**src/rtl/shift_mult_pkg.sv**
```systemverilog
// rtl/shift_mult_pkg.sv - shared constants and types for the shift multiplier datapath
package shift_mult_pkg;

  // Default operand width of the multiplier datapath.
  localparam int OPERAND_W = 11;

  // Serial bit order, shared by the shift-in and shift-out blocks.
  typedef enum logic {
    ORDER_LSB_FIRST = 1'b0,
    ORDER_MSB_FIRST = 1'b1
  } bit_order_e;

  // Width of a counter that must hold values 0..w inclusive.
  function automatic int cnt_width(input int w);
    return $clog2(w + 1);
  endfunction

endpackage

```
**src/rtl/shift_in_deser_if.sv**
```systemverilog
// rtl/shift_in_deser_if.sv - serial-in / parallel-out handshake bundle of the operand loader
interface shift_in_deser_if
  import shift_mult_pkg::*;
#(
  parameter int W = OPERAND_W
) ();

  localparam int CW = cnt_width(W);

  logic          X_in;
  logic          sx;
  logic          sx_ready;
  logic          flush;
  logic [W-1:0]  x_par;
  logic          par_valid;
  logic          par_ready;
  logic [CW-1:0] bit_cnt;
  logic          stall;

  // Producer / core side of the loader.
  modport master (
    output X_in, sx, flush, par_ready,
    input  sx_ready, x_par, par_valid, bit_cnt, stall
  );

  // The loader itself.
  modport slave (
    input  X_in, sx, flush, par_ready,
    output sx_ready, x_par, par_valid, bit_cnt, stall
  );

endinterface

```
**src/rtl/shift_in_hold_reg.sv**
```systemverilog
// rtl/shift_in_hold_reg.sv - W-bit valid/ready holding register with a load port
module shift_in_hold_reg
  import shift_mult_pkg::*;
#(
  parameter int W = OPERAND_W
) (
  input  logic         clk,
  input  logic         rst_n,
  input  logic         load,
  input  logic [W-1:0] load_data,
  input  logic         ready,
  output logic [W-1:0] data,
  output logic         valid,
  output logic         hold_free
);

  logic [W-1:0] data_q, data_d;
  logic         valid_q, valid_d;

  // A load wins over a consume, so consume+load keeps valid high with the new word.
  always_comb begin
    data_d  = data_q;
    valid_d = valid_q;
    if (load) begin
      data_d  = load_data;
      valid_d = 1'b1;
    end else if (valid_q && ready) begin
      valid_d = 1'b0;
    end
  end

  // State registers; data only ever changes on a load.
  always_ff @(posedge clk or negedge rst_n) begin
    if (!rst_n) begin
      data_q  <= '0;
      valid_q <= 1'b0;
    end else begin
      data_q  <= data_d;
      valid_q <= valid_d;
    end
  end

  assign data      = data_q;
  assign valid     = valid_q;
  assign hold_free = !valid_q || ready;

endmodule

```
**src/rtl/shift_in_deser.sv**
```systemverilog
// rtl/shift_in_deser.sv - serial-to-parallel operand loader with double-buffered output
module shift_in_deser
  import shift_mult_pkg::*;
#(
  parameter int W         = OPERAND_W,
  parameter bit MSB_FIRST = 1'b1,
  parameter int CW        = $clog2(W + 1)
) (
  input logic             clk,
  input logic             rst_n,
  shift_in_deser_if.slave bus
);

  localparam bit_order_e    ORDER    = bit_order_e'(MSB_FIRST);
  localparam logic [CW-1:0] CNT_FULL = CW'(W);
  localparam logic [CW-1:0] CNT_LAST = CW'(W - 1);

  logic [W-1:0]  shreg_q, shreg_d;
  logic [CW-1:0] cnt_q, cnt_d;
  logic [W-1:0]  next_word;
  logic [W-1:0]  load_data;
  logic          load;
  logic          hold_free;
  logic          sx_ready;
  logic          accept;

  assign sx_ready = (cnt_q < CNT_FULL);
  assign accept   = bus.sx && sx_ready;

  // Shift register contents after absorbing the current serial bit.
  always_comb begin
    next_word = shreg_q;
    if (ORDER == ORDER_MSB_FIRST) begin
      next_word = {shreg_q[W-2:0], bus.X_in};
    end else begin
      next_word = {bus.X_in, shreg_q[W-1:1]};
    end
  end

  // Shift, count and load control: flush > accept > drain of a stalled full word.
  always_comb begin
    shreg_d   = shreg_q;
    cnt_d     = cnt_q;
    load      = 1'b0;
    load_data = next_word;
    if (bus.flush) begin
      shreg_d = '0;
      cnt_d   = '0;
    end else if (accept) begin
      if (cnt_q == CNT_LAST) begin
        if (hold_free) begin
          // Last bit goes straight to the holding register.
          load    = 1'b1;
          shreg_d = '0;
          cnt_d   = '0;
        end else begin
          shreg_d = next_word;
          cnt_d   = CNT_FULL;
        end
      end else begin
        shreg_d = next_word;
        cnt_d   = cnt_q + 1'b1;
      end
    end else if ((cnt_q == CNT_FULL) && hold_free) begin
      // Stalled full word moves over once the holding register frees up.
      load      = 1'b1;
      load_data = shreg_q;
      shreg_d   = '0;
      cnt_d     = '0;
    end
  end

  // Shift register and bit counter state.
  always_ff @(posedge clk or negedge rst_n) begin
    if (!rst_n) begin
      shreg_q <= '0;
      cnt_q   <= '0;
    end else begin
      shreg_q <= shreg_d;
      cnt_q   <= cnt_d;
    end
  end

  shift_in_hold_reg #(
    .W(W)
  ) u_hold (
    .clk      (clk),
    .rst_n    (rst_n),
    .load     (load),
    .load_data(load_data),
    .ready    (bus.par_ready),
    .data     (bus.x_par),
    .valid    (bus.par_valid),
    .hold_free(hold_free)
  );

  assign bus.sx_ready = sx_ready;
  assign bus.bit_cnt  = cnt_q;
  assign bus.stall    = (cnt_q == CNT_FULL);

endmodule

```
**src/flat_wrapper.sv**
```systemverilog
// flat-port wrapper written by rule: the top's interface ports become plain ports
module shift_in_deser_flat import shift_mult_pkg::*;
#(
  parameter int W         = OPERAND_W,
  parameter bit MSB_FIRST = 1'b1,
  parameter int CW        = $clog2(W + 1)
)
  (clk, rst_n, bus_X_in, bus_sx, bus_flush, bus_par_ready, bus_sx_ready, bus_x_par, bus_par_valid, bus_bit_cnt, bus_stall);
  shift_in_deser_if #(.W(W)) bus_i ();
  input logic clk;
  input logic rst_n;
  input wire logic [$bits(bus_i.X_in)-1:0] bus_X_in;
  input wire logic [$bits(bus_i.sx)-1:0] bus_sx;
  input wire logic [$bits(bus_i.flush)-1:0] bus_flush;
  input wire logic [$bits(bus_i.par_ready)-1:0] bus_par_ready;
  output wire logic [$bits(bus_i.sx_ready)-1:0] bus_sx_ready;
  output wire logic [$bits(bus_i.x_par)-1:0] bus_x_par;
  output wire logic [$bits(bus_i.par_valid)-1:0] bus_par_valid;
  output wire logic [$bits(bus_i.bit_cnt)-1:0] bus_bit_cnt;
  output wire logic [$bits(bus_i.stall)-1:0] bus_stall;
  assign bus_i.X_in = bus_X_in;
  assign bus_i.sx = bus_sx;
  assign bus_i.flush = bus_flush;
  assign bus_i.par_ready = bus_par_ready;
  assign bus_sx_ready = bus_i.sx_ready;
  assign bus_x_par = bus_i.x_par;
  assign bus_par_valid = bus_i.par_valid;
  assign bus_bit_cnt = bus_i.bit_cnt;
  assign bus_stall = bus_i.stall;
  shift_in_deser #(.W(W), .MSB_FIRST(MSB_FIRST), .CW(CW)) u_core (.clk(clk), .rst_n(rst_n), .bus(bus_i));
endmodule
```
**config.mk**
```make
export PLATFORM = sky130hd
export DESIGN_NAME = shift_in_deser_flat
export DESIGN_NICKNAME = d
export VERILOG_FILES = /design/src/rtl/shift_mult_pkg.sv /design/src/rtl/shift_in_deser_if.sv /design/src/rtl/shift_in_hold_reg.sv /design/src/rtl/shift_in_deser.sv /design/src/flat_wrapper.sv
export SDC_FILE = /design/constraint.sdc
export NUM_CORES = 1
export LEC_CHECK = 0
export ABC_AREA = 1
export BUFFER_PORTS_ARGS = -buffer_cell sky130_fd_sc_hd__buf_2
export CAP_MARGIN = 5
export CORE_MARGIN = 2
export CORE_UTILIZATION = 30
export DETAILED_ROUTE_END_ITERATION = 10
export PLACE_DENSITY_LB_ADDON = 0.25
export SKIP_CTS_REPAIR_TIMING = 1
export SLEW_MARGIN = 20
export SYNTH_ARGS = -nofsm -noshare
export SYNTH_HDL_FRONTEND = slang
export SYNTH_HIERARCHICAL = 1
export SYNTH_SLANG_ARGS = --single-unit
```
**constraint.sdc**
```tcl
create_clock -name clk -period 2.3 [get_ports clk]
set_clock_uncertainty 0.1 [all_clocks]
set_input_delay 0.69 -clock clk [delete_from_list [all_inputs] [get_ports clk]]
set_output_delay 0.69 -clock clk [all_outputs]
set_load 0.01 [all_outputs]
```
* After elaboration in Yosys (flattened, before gate mapping)
Cells that the tools add are included.
W data, S select, Z words.
** Operators by class
- $add $sub $neg :: 1
- Magnitude comparators :: 1
- Eq/ne operators :: 2
- Mux-type cells :: 20
- Reduce and logical (&&, ||, !) cells :: 7
** Operators by type and width (count)
- $mux W11 :: 8
- $mux W4 :: 5
- $eq A4 B4 Y1 const B :: 2
- $mux W1 :: 7
- $add A4 B1 Y4 const B :: 1
- $lt A4 B4 Y1 const B :: 1
- $logic_and A1 B1 Y1 :: 3
- $reduce_bool A3 Y1 :: 1
- $reduce_bool A2 Y1 :: 1
- $logic_not A1 Y1 :: 1
- $logic_or A1 B1 Y1 :: 1
** Word-level totals
- Register bits after elaboration :: 27
- Word-level logic and storage cells :: 35

* Depth between registers and ports, before layout
Gate-level depths: netlist of the first run.
- Depth in word-level cells :: 7
- Gate-level depth with buffers :: 11
- Mapped depth without buffers :: 9

* Modules after synthesis
The synthesis of the first run kept the hierarchy.
** By module, submodules not included
- shift_in_deser :: times used 1, cells an instance 166, area each 1116.1 um^2
- shift_in_hold_reg :: times used 1, cells an instance 51, area each 457.9 um^2

* Worst setup path after synthesis of the first run
No wires, ideal clock.
- Path type :: register to register
- From :: reg u_core.cnt_q[0] (netlist: u_core/bus.bit_cnt[0])
- To :: reg u_core.u_hold.data_q[0] (netlist: u_core/u_hold/data[0])
- Setup time :: 0.117 ns
- Arrival :: 1.746 ns
- Slack :: 0.337 ns
- Stages on the path, launching flop included :: 11
- Path buffers :: 3
- Clock period less this slack :: 1.963 ns
- Path through :: dfrtp_1 > ha_1 > buf_2 > o21ai_4 > nand2_1 > buf_4 > nand4_1 > nand2_1 > buf_4 > nand2_1 > nand2_1
** On the way
- Elaborated cells on any way between the ends :: 12
- Those cells by class :: order compare (1); eq/ne (2); mux (7); reduce/logical (2)
** RTL lines
- start: declaration :: RTL line shift_in_deser.sv:19 : logic [CW-1:0] cnt_q, cnt_d;
- start signal: assignment :: RTL line shift_in_deser.sv:80 : cnt_q <= cnt_d;
- $lt A4 B4 Y1 :: RTL line shift_in_deser.sv:27 : assign sx_ready = (cnt_q < CNT_FULL);
- net bus_sx_ready :: RTL line flat_wrapper.sv:16 : output wire logic [$bits(bus_i.sx_ready)-1:0] bus_sx_ready;
- $logic_and A1 B1 Y1 :: RTL line shift_in_deser.sv:28 : assign accept = bus.sx && sx_ready;
- $mux W1 :: RTL line shift_in_deser.sv:49 : end else if (accept) begin
- $mux W1 :: RTL line shift_in_deser.sv:46 : if (bus.flush) begin
- net u_core.load :: RTL line shift_in_deser.sv:22 : logic load;
- end signal: assignment :: RTL line shift_in_hold_reg.sv:38 : data_q <= data_d;
- end: declaration :: RTL line shift_in_hold_reg.sv:17 : logic [W-1:0] data_q, data_d;
The timed path passes the listed nets, and every way through them passes these cells.
A chain may end at the register's enable or synchronous reset.

* Worst setup path in the final report of the first run
- From :: reg u_core.cnt_q[0] (netlist: u_core/bus.bit_cnt[0])
- To :: out bus_sx_ready
** On the way
- Word-level cells in the longest chain between the ends :: 1
** Ends and longest elaborated chain (RTL line)
- $lt A4 B4 Y1 :: shift_in_deser.sv:27
- end: declaration :: flat_wrapper.sv:16
No other way between the ends.

==> impl_results.md, run 1 <==
* Max VDD drop at 0.1995 mV
* Max_cap viols at 0
* Die ar. at 0.005842 mm²
* Remaining Overflow, GRT at 0
* Detailed Route WL at 3682 µm
* Layout cells sized above 1 at 0.1891
* Syn Inst Count at 217
* Netlist cell types at 20
* Final Util at 0.3545
* Adder-Cell Fraction of Synth Area at 0.01590
* TritonRoute pass-1 iters at 4
* First-pass GRT wire length at 6437 µm
* Final setup fails at 0
* Finished Layout Cells at 308
* Tightest Hold Check Type: in2async
* Period utilization at 0.9452
* Syn. warnings at 6
* Yosys reg bits at 27
* Status: complete, no violations
* Initial Util at 0.3102
* First DRT Iteration DRCs at 126
* Crit end category: primary output
* DRC viols at 0
* Setup TNS at 0 ps
* # port buffers at 23
* Placed Instances at 304
* CTS tree: yes
* Via Count at 1436
* Power Density at 459.3 mW/mm²
* Clk sinks at 27
* Fin nets at 247
* Largest net degree at the start of global routing at 28
* Root buf cell: clkbuf_8
* Boundary Pins at 24
* Crit path launch: u_core/bus.bit_cnt[0]$_DFFE_PN0P_
* R2R Path Start: u_core/bus.bit_cnt[0]$_DFFE_PN0P_
* Crit-path max FO at 6
* Slew @ Worst Pin at 650.5 ps
* Highest clock rate at 460.0 MHz
* Post-Syn Area at 0.001574 mm²
* Leakage at 1.082 nW
* # diodes at 0
* Arrival @ worst endpoint at 1380 ps
* Synth area leaders: dfrtp_1, nand2_1, nand4_1
* Crit Path Category: reg2out
* Bufs on Longest Clock Path at 2
* Synth top area share at 0.4293
* Seq/Total Area, Yosys at 0.4293
* Vias in the first global route at 1338
* Tmin final at 2174 ps
* DP Worst Slack at 266.0 ps
* RSZ-0062 raised after global routing: no
* WP data required at 1510 ps
* Simple-gate share of the synthesized area at 0.4666
* R2R cell count at 5
* Cts bufs inserted at 3
* Final worst setup slack at 126.0 ps
* Crit path launch type: flip-flop
* Compound-Gate Fraction of Synth Area at 0.01033
* Routed vias/inst at 4.662
* Slew margin rel. at 0.5663
* Avg WL per Cell at 11.95 µm
* GRT Resource Usage Total at 0.1318
* Hpwl dp at 2411 µm
* Post-synth net total at 225
* Antenna violations before repair at 0
* Largest family of logic cells by synthesized area: simple AND/OR/NAND/NOR gates
* Final Hold Viols at 0
* Chip Height at 76.44 µm
* Pins Over Slew Limit at 0
* Syn_area_per_cell at 7.254 µm²
* Die width at 76.44 µm
* Mux cell area share after synthesis at 0
* CTS H-tree lvls at 1
* # rows at 26
* Worst skew pair latency at 270 ps
* GPL Wtd Cong at 0.7653
* Yosys top cell by area: dfrtp_1
* Layout fillers at 568
* Clk slew on worst S/H paths at 90 ps
* Post-Synth XOR/XNOR Area at 0.005564
* ANT nets after route at 0
* Core Box Area at 0.005075 mm²
* Area grow syn2layout at 14.31%
worst paths after layout:
kind / slack, ps / endpoint
worst max-delay path: 130 / bus_sx_ready
worst min-delay path: 330 / u_core/u_hold/data[10]$_DFFE_PN0P_
worst max register to register: 400 / u_core/shreg_q[9]$_DFFE_PN0P_
worst min register to register: 370 / u_core/u_hold/data[9]$_DFFE_PN0P_
max in group asynchronous: 1350 / u_core/shreg_q[9]$_DFFE_PN0P_
min in group clk: 370 / u_core/u_hold/data[9]$_DFFE_PN0P_
critical path, cell delays in order (launching register included):
cell,delay [ps]
dfrtp_1,450
ha_1,320
o21ai_4,190
buf_2,160
layer usage:
layer  up-vias  share of wire  global-route usage
li1        738              -                   -
met1       671           0.51              0.1814
met2        25           0.46              0.2159
met3         2          0.023             0.01422
met4         0         0.0098             0.04364
met5         -              0                   0
sequential cells by signal, indices dropped and copies added (netlist names):
| name | cells |
|---|---|
| u_core/u_hold/data | 11 |
| u_core/u_hold/valid | 1 |
| u_core/bus.bit_cnt | 4 |
| u_core/shreg_q | 11 |
synth_stat cells:
master and number:
buf_1 1, buf_2 4, buf_4 3, buf_6 2, clkbuf_1 4, dfrtp_1 27
ha_1 2, inv_1 6, inv_2 2, nand2_1 127, nand2_4 1, nand3_1 1
nand3_2 1, nand4_1 28, nand4_2 1, nor2_1 1, nor2_4 3, o21ai_4 1
or2_2 1, xor2_1 1
through the flow:
| step | hold slack, ps | cell area [µm²] | power (W) |
|---|---|---|---|
| final | 334.8 | 1799 | 0.0008265 |
| after global routing | 364.2 | 1799 | 0.0008730 |
| after CTS | 351.8 | 1799 | 0.0008437 |
| after detailed placement | 354.7 | 1753 | 0.0005623 |
| after global placement | 348.5 | 1753 | 0.0005627 |
| after floorplan | 294.4 | 1574 | 0.0005343 |
where the power goes:
group / switching [W] / total [W] / internal (W) / leakage [nW]
Combinational: 0.0000464 / 0.0000649 / 0.0000184 / 0.682
Sequential: 0.00000767 / 0.000487 / 0.000479 / 0.375
Clock: 0.000153 / 0.000275 / 0.000121 / 0.0255
cell type report:
class / count / area (µm²) / share of cell area
sequential: 27 / 675.6 / 0.3755
timing repair buffer: 31 / 175.2 / 0.09736
inverter: 8 / 30.03 / 0.01669
clock inverter: 1 / 5.005 / 0.002782
tap: 70 / 87.58 / 0.04868
clock buffer: 3 / 41.29 / 0.02295
multi-input combinational: 168 / 784.5 / 0.4360
layout by cell type (no fill, tap or decap), drive strengths merged:
| cell type | netlist | final |
|---|---|---|
| nand3 | 2 | 2 |
| clkbuf | 4 | 3 |
| nand2 | 128 | 128 |
| nor2 | 4 | 4 |
| dfrtp | 27 | 27 |
| o21ai | 1 | 1 |
| inv | 8 | 8 |
| buf | 10 | 31 |
| xor2 | 1 | 1 |
| clkinv | 0 | 1 |
| or2 | 1 | 1 |
| ha | 2 | 2 |
| nand4 | 29 | 29 |
kinds of logic (layout without fill, tap and decap cells):
group | Yosys count | count (layout)
compound gates | 1 | 1
fa+ha+maj | 2 | 2
xor+xnor | 1 | 1
flops | 27 | 27
simple gates | 164 | 164
buf+inv | 22 | 43
Note: power is estimated with default switching activity, not from simulation.
==> run 2: changes to the inputs <==
- RECOVER_POWER: default -> 25
==> run 2 against run 1 <==
- the flow now finishes with violations (capacitance limit, slew limit)
- sequential share of layout area barely moved
- fmax unchanged
- hold slack better by 38 ps
- first-iteration DRC count unchanged
- critical path depth unchanged
- count of clock-buffer cells in the layout is the same
- total power hardly changed
- register-to-register slack hardly changed
- largest cell class unchanged
- largest power group unchanged
==> impl_results.md, run 2 (synthesized netlist as in run 1, its figures left out) <==
* GRT Resource Usage Total at 0.1318
* Crit Path Category: reg2out
* Detailed Route WL at 3680 µm
* Bufs on Longest Clock Path at 2
* Most frequent cells in the layout: nand2_1, nand4_1, dfrtp_1
* Die ar. at 0.005842 mm²
* Finished Layout Cells at 308
* Status: complete, but fails checks
* Initial Util at 0.3102
* Area grow syn2layout at 14.23%
* Met1 Track Usage GR at 0.1814
* Placed Instances at 304
* Worst skew pair latency at 270 ps
* Power Density at 459.5 mW/mm²
* # diodes at 0
* DRC viols at 0
* CTS tree: yes
* Slew margin rel. at -0.03612
* Final Hold Viols at 0
* Design area at 0.001798 mm²
* Met3 Resource Use GR at 0.01422
* Fin nets at 247
* Crit-path max FO at 6
* Period utilization at 0.9452
* Max VDD drop at 0.1995 mV
* Pins Over Slew Limit at 28
* Final setup fails at 0
* Antenna violations before repair at 0
* GPL Wtd Cong at 0.7653
* Setup TNS at 0 ps
* Clk slew on worst S/H paths at 100 ps
* Die width at 76.44 µm
* Root buf cell: clkbuf_8
* DP Worst Slack at 266.0 ps
* Highest clock rate at 460.0 MHz
* Placed inst area at 0.001753 mm²
* # rows at 26
* Clk sinks at 27
* # port buffers at 23
* Slew @ Worst Pin at 1554 ps
* TritonRoute pass-1 iters at 4
* First-pass GRT wire length at 6437 µm
* Slowest cell on crit path: dfrtp_1
* Cts bufs inserted at 3
* WP data required at 1510 ps
* Via Count at 1436
* Vias in the first global route at 1338
* Max_cap viols at 1
* Top delay family on crit path: flip-flops
* Violated checks: capacitance limit, slew limit
* Total power at 0.0008262 W
* Leakage at 1.079 nW
* GRT met2 Usage at 0.2159
* Core Box Area at 0.005075 mm²
* Avg WL per Cell at 11.95 µm
* Tmin final at 2174 ps
* Crit path launch type: flip-flop
* Layout cells sized above 1 at 0.1849
* Commonest non-fill, non-tap cell in the layout: nand2_1
* CTS H-tree lvls at 1
* First DRT Iteration DRCs at 126
* Routed vias/inst at 4.662
* Boundary Pins at 24
* Chip Height at 76.44 µm
* Crit path buf inv count at 1
* RSZ-0062 raised after global routing: no
* Layout fillers at 569
* GR peak layer: met2
* Crit-path cells: ha_1 > o21ai_4 > buf_2
* Tightest Hold Check Type: reg2reg
* CP peak stage delay at 450 ps
* Remaining Overflow, GRT at 0
* Arrival @ worst endpoint at 1380 ps
* Hpwl dp at 2411 µm
* Largest net degree at the start of global routing at 28
* Final worst setup slack at 126.0 ps
* ANT nets after route at 0
* Crit end category: primary output
## run 2: cell types whose count changed in the layout (fill, tap and decap cells not counted), sizes merged
cell	before	now
buf	31	30
clkbuf	3	4
## run 2: worst register-to-register path, stage by stage (launching register included)
cell	delay, ps
dfrtp_1	440
ha_1	350
nand4_2	430
buf_4	330
nand4_1	100
nand2_1	60
## run 2: path summary, 6_finish.rpt
path	start	endpoint	slack, ps	cells past startpoint
max	u_core/bus.bit_cnt[0]$_DFFE_PN0P_	bus_sx_ready	130	3
min	u_core/u_hold/data[9]$_DFFE_PN0P_	u_core/u_hold/data[9]$_DFFE_PN0P_	370	2
max reg2reg	u_core/bus.bit_cnt[0]$_DFFE_PN0P_	u_core/shreg_q[9]$_DFFE_PN0P_	400	5
min reg2reg	u_core/u_hold/data[9]$_DFFE_PN0P_	u_core/u_hold/data[9]$_DFFE_PN0P_	370	2
max in group asynchronous	rst_n	u_core/shreg_q[9]$_DFFE_PN0P_	510	1
min in group asynchronous	rst_n	u_core/u_hold/data[10]$_DFFE_PN0P_	690	1
## run 2: power by group
part	switching, W	internal, W
Clock	0.000153	0.000121
Sequential	0.00000767	0.000479
Combinational	0.0000464	0.0000181
## run 2: per-layer routing
| metal | part of all wire | wire length [µm] |
|---|---|---|
| met1 | 0.51 | 1869 |
| met2 | 0.46 | 1692 |
| met3 | 0.022 | 82 |
| met4 | 0.0098 | 36 |
| met5 | 0 | 0 |
## run 2: per-stage QoR
step,util,hold slack [ps]
floorplan,-,294.4
global placement,0.3454,348.5
detailed placement,0.3454,354.7
CTS,0.3545,351.8
global route,0.3543,411.2
finish,0.3543,372.3
## run 2: layout make-up
cell class	instances	area (µm²)	share of cell area
clock inverter	1	5.005	0.002784
timing repair buffer	31	173.9	0.09673
tap	70	87.58	0.04871
clock buffer	3	41.29	0.02296
multi-input combinational	168	784.5	0.4363
sequential	27	675.6	0.3758
inverter	8	30.03	0.01670
==> run 3: changes to the inputs <==
- ABC_CLOCK_PERIOD_IN_PS: default -> 2300
- CORE_MARGIN: 2 -> default
==> run 3 against run 2 <==
- the run now ends clean
- final area decreased by 0.28%
- final cell count decreased by 0.97%
- sequential power hardly changed
- critical path depth is the same
- sequential cell count did not move
- total power is 0.15% higher
- sequential share of layout area is 0.10 points higher
- register-to-register slack better by 180 ps
- wire length decreased by 0.95%
- hold slack got worse by 0.96 ps
- die area down 5.2%
- critical endpoint unchanged
- largest cell class unchanged
- largest power group unchanged
- highest routed layer unchanged
==> impl_results.md, run 3 (synthesized netlist as in run 1, its figures left out) <==
* Combinational Power Share at 0.079
* Clk slew on worst S/H paths at 100 ps
* Bufs on Longest Clock Path at 2
* Multi-input logic area at 784.5 µm²
* Hold path depth at 2
* # rows at 25
* Final Util at 0.3674
* WP data required at 1510 ps
* Clk sinks at 27
* RSZ-0062 raised after global routing: no
* Met3 Resource Use GR at 0.02846
* Crit path launch type: flip-flop
* Slew margin rel. at 0.03241
* Period utilization at 0.9479
* Core Box Area at 0.004880 mm²
* Max VDD drop at 0.1960 mV
* R2R cell count at 6
* Status: complete, no violations
* Crit-path max FO at 6
* Clock power share at 0.332
* Area grow syn2layout at 13.91%
* TritonRoute pass-1 iters at 4
* Slew @ Worst Pin at 1451 ps
* Detailed Route WL at 3645 µm
* Antenna violations before repair at 0
* Vias in the first global route at 1232
* Chip Height at 74.44 µm
* Commonest non-fill, non-tap cell in the layout: nand2_1
* Max_cap viols at 0
* Sw Pwr at 0.0002045 W
* # diodes at 0
* Tightest Hold Check Type: reg2reg
* GRT Resource Usage Total at 0.1454
* First-pass GRT wire length at 6099 µm
* Final Hold Viols at 0
* Power Density at 461.5 mW/mm²
* Die width at 74.44 µm
* Remaining Overflow, GRT at 0
* Root buf cell: clkbuf_8
* Met1 Track Usage GR at 0.1875
* Cts bufs inserted at 3
* Sw Share at 0.2472
* Sequential power share at 0.588
* GR peak layer: met2
* Setup TNS at 0 ps
* Most frequent cells in the layout: nand2_1, nand4_1, dfrtp_1
* DRC viols at 0
* Pins Over Slew Limit at 0
* Layout fillers at 555
* CTS tree: yes
* Routed vias/inst at 4.616
* Worst skew pair latency at 280 ps
* Layout cells sized above 1 at 0.1807
* GPL Wtd Cong at 0.7936
* First DRT Iteration DRCs at 94
* Boundary Pins at 24
* Fin nets at 247
* Crit end category: primary output
* Via Count at 1408
* ANT nets after route at 0
* Leakage at 1.077 nW
* Tmin final at 2180 ps
* Hpwl dp at 2437 µm
* FF/Latch Area at 675.6 µm²
* Die ar. at 0.005541 mm²
* CTS H-tree lvls at 1
* Pint at 0.0006228 W
* Largest net degree at the start of global routing at 28
* Final setup fails at 0
* Arrival @ worst endpoint at 1390 ps
* Highest clock rate at 458.7 MHz
* Avg WL per Cell at 11.95 µm
* GRT met2 Usage at 0.2452
* DP Worst Slack at 426.4 ps
* Crit Path Category: reg2out
* Final worst setup slack at 119.8 ps
* Initial Util at 0.3226
* # port buffers at 23
## run 3: worst paths after layout
check / slack (ps) / endpoint / start
min reg2reg: 370 / u_core/u_hold/data[2]$_DFFE_PN0P_ / u_core/u_hold/data[2]$_DFFE_PN0P_
min: 370 / u_core/u_hold/data[2]$_DFFE_PN0P_ / u_core/u_hold/data[2]$_DFFE_PN0P_
min in group asynchronous: 640 / u_core/u_hold/valid$_DFFE_PN0P_ / rst_n
max in group asynchronous: 610 / u_core/shreg_q[7]$_DFFE_PN0P_ / rst_n
max: 120 / bus_sx_ready / u_core/bus.bit_cnt[0]$_DFFE_PN0P_
max reg2reg: 580 / u_core/shreg_q[5]$_DFFE_PN0P_ / u_core/bus.bit_cnt[0]$_DFFE_PN0P_
## run 3: critical path: stages (launching register included)
cell     delay, ps
dfrtp_1        440
ha_1           320
o21ai_4        190
buf_2          160
## run 3: per-stage QoR
| step | std cells | cell area [µm²] | total power (W) | hold WS, ps |
|---|---|---|---|---|
| after floorplan | 217 | 1574 | 0.0005343 | 294.4 |
| after global placement | 301 | 1749 | 0.0005641 | 348.6 |
| after detailed placement | 301 | 1749 | 0.0005631 | 353.0 |
| after CTS | 305 | 1794 | 0.0008468 | 333.4 |
| after global routing | 305 | 1793 | 0.0008817 | 398.7 |
| final | 305 | 1793 | 0.0008274 | 371.4 |
## run 3: final cells by class
type,instances,share of cell area
clock buffer,4,0.02512
multi-input combinational,168,0.4375
sequential,27,0.3768
timing repair buffer,31,0.09700
tap,67,0.04676
inverter,8,0.01675
## run 3: power groups by stage
| stage | combinational (W) | sequential, W | clock [W] |
|---|---|---|---|
| 2_1_floorplan | 0.0000380 | 0.000496 | 0 |
| 3_3_place_gp | 0.0000678 | 0.000496 | 0 |
| 3_5_place_dp | 0.0000670 | 0.000496 | 0 |
| 4_1_cts | 0.0000672 | 0.000487 | 0.000293 |
| 5_1_grt | 0.0000750 | 0.000488 | 0.000318 |
| 6_report | 0.0000656 | 0.000487 | 0.000275 |
## run 3: per-layer routing
layer,up-vias,wire [µm],part of all wire
met1,643,1791,0.49
met3,4,110,0.030
met2,23,1700,0.47
li1,738,-,-
met4,0,42,0.012
met5,-,0,0
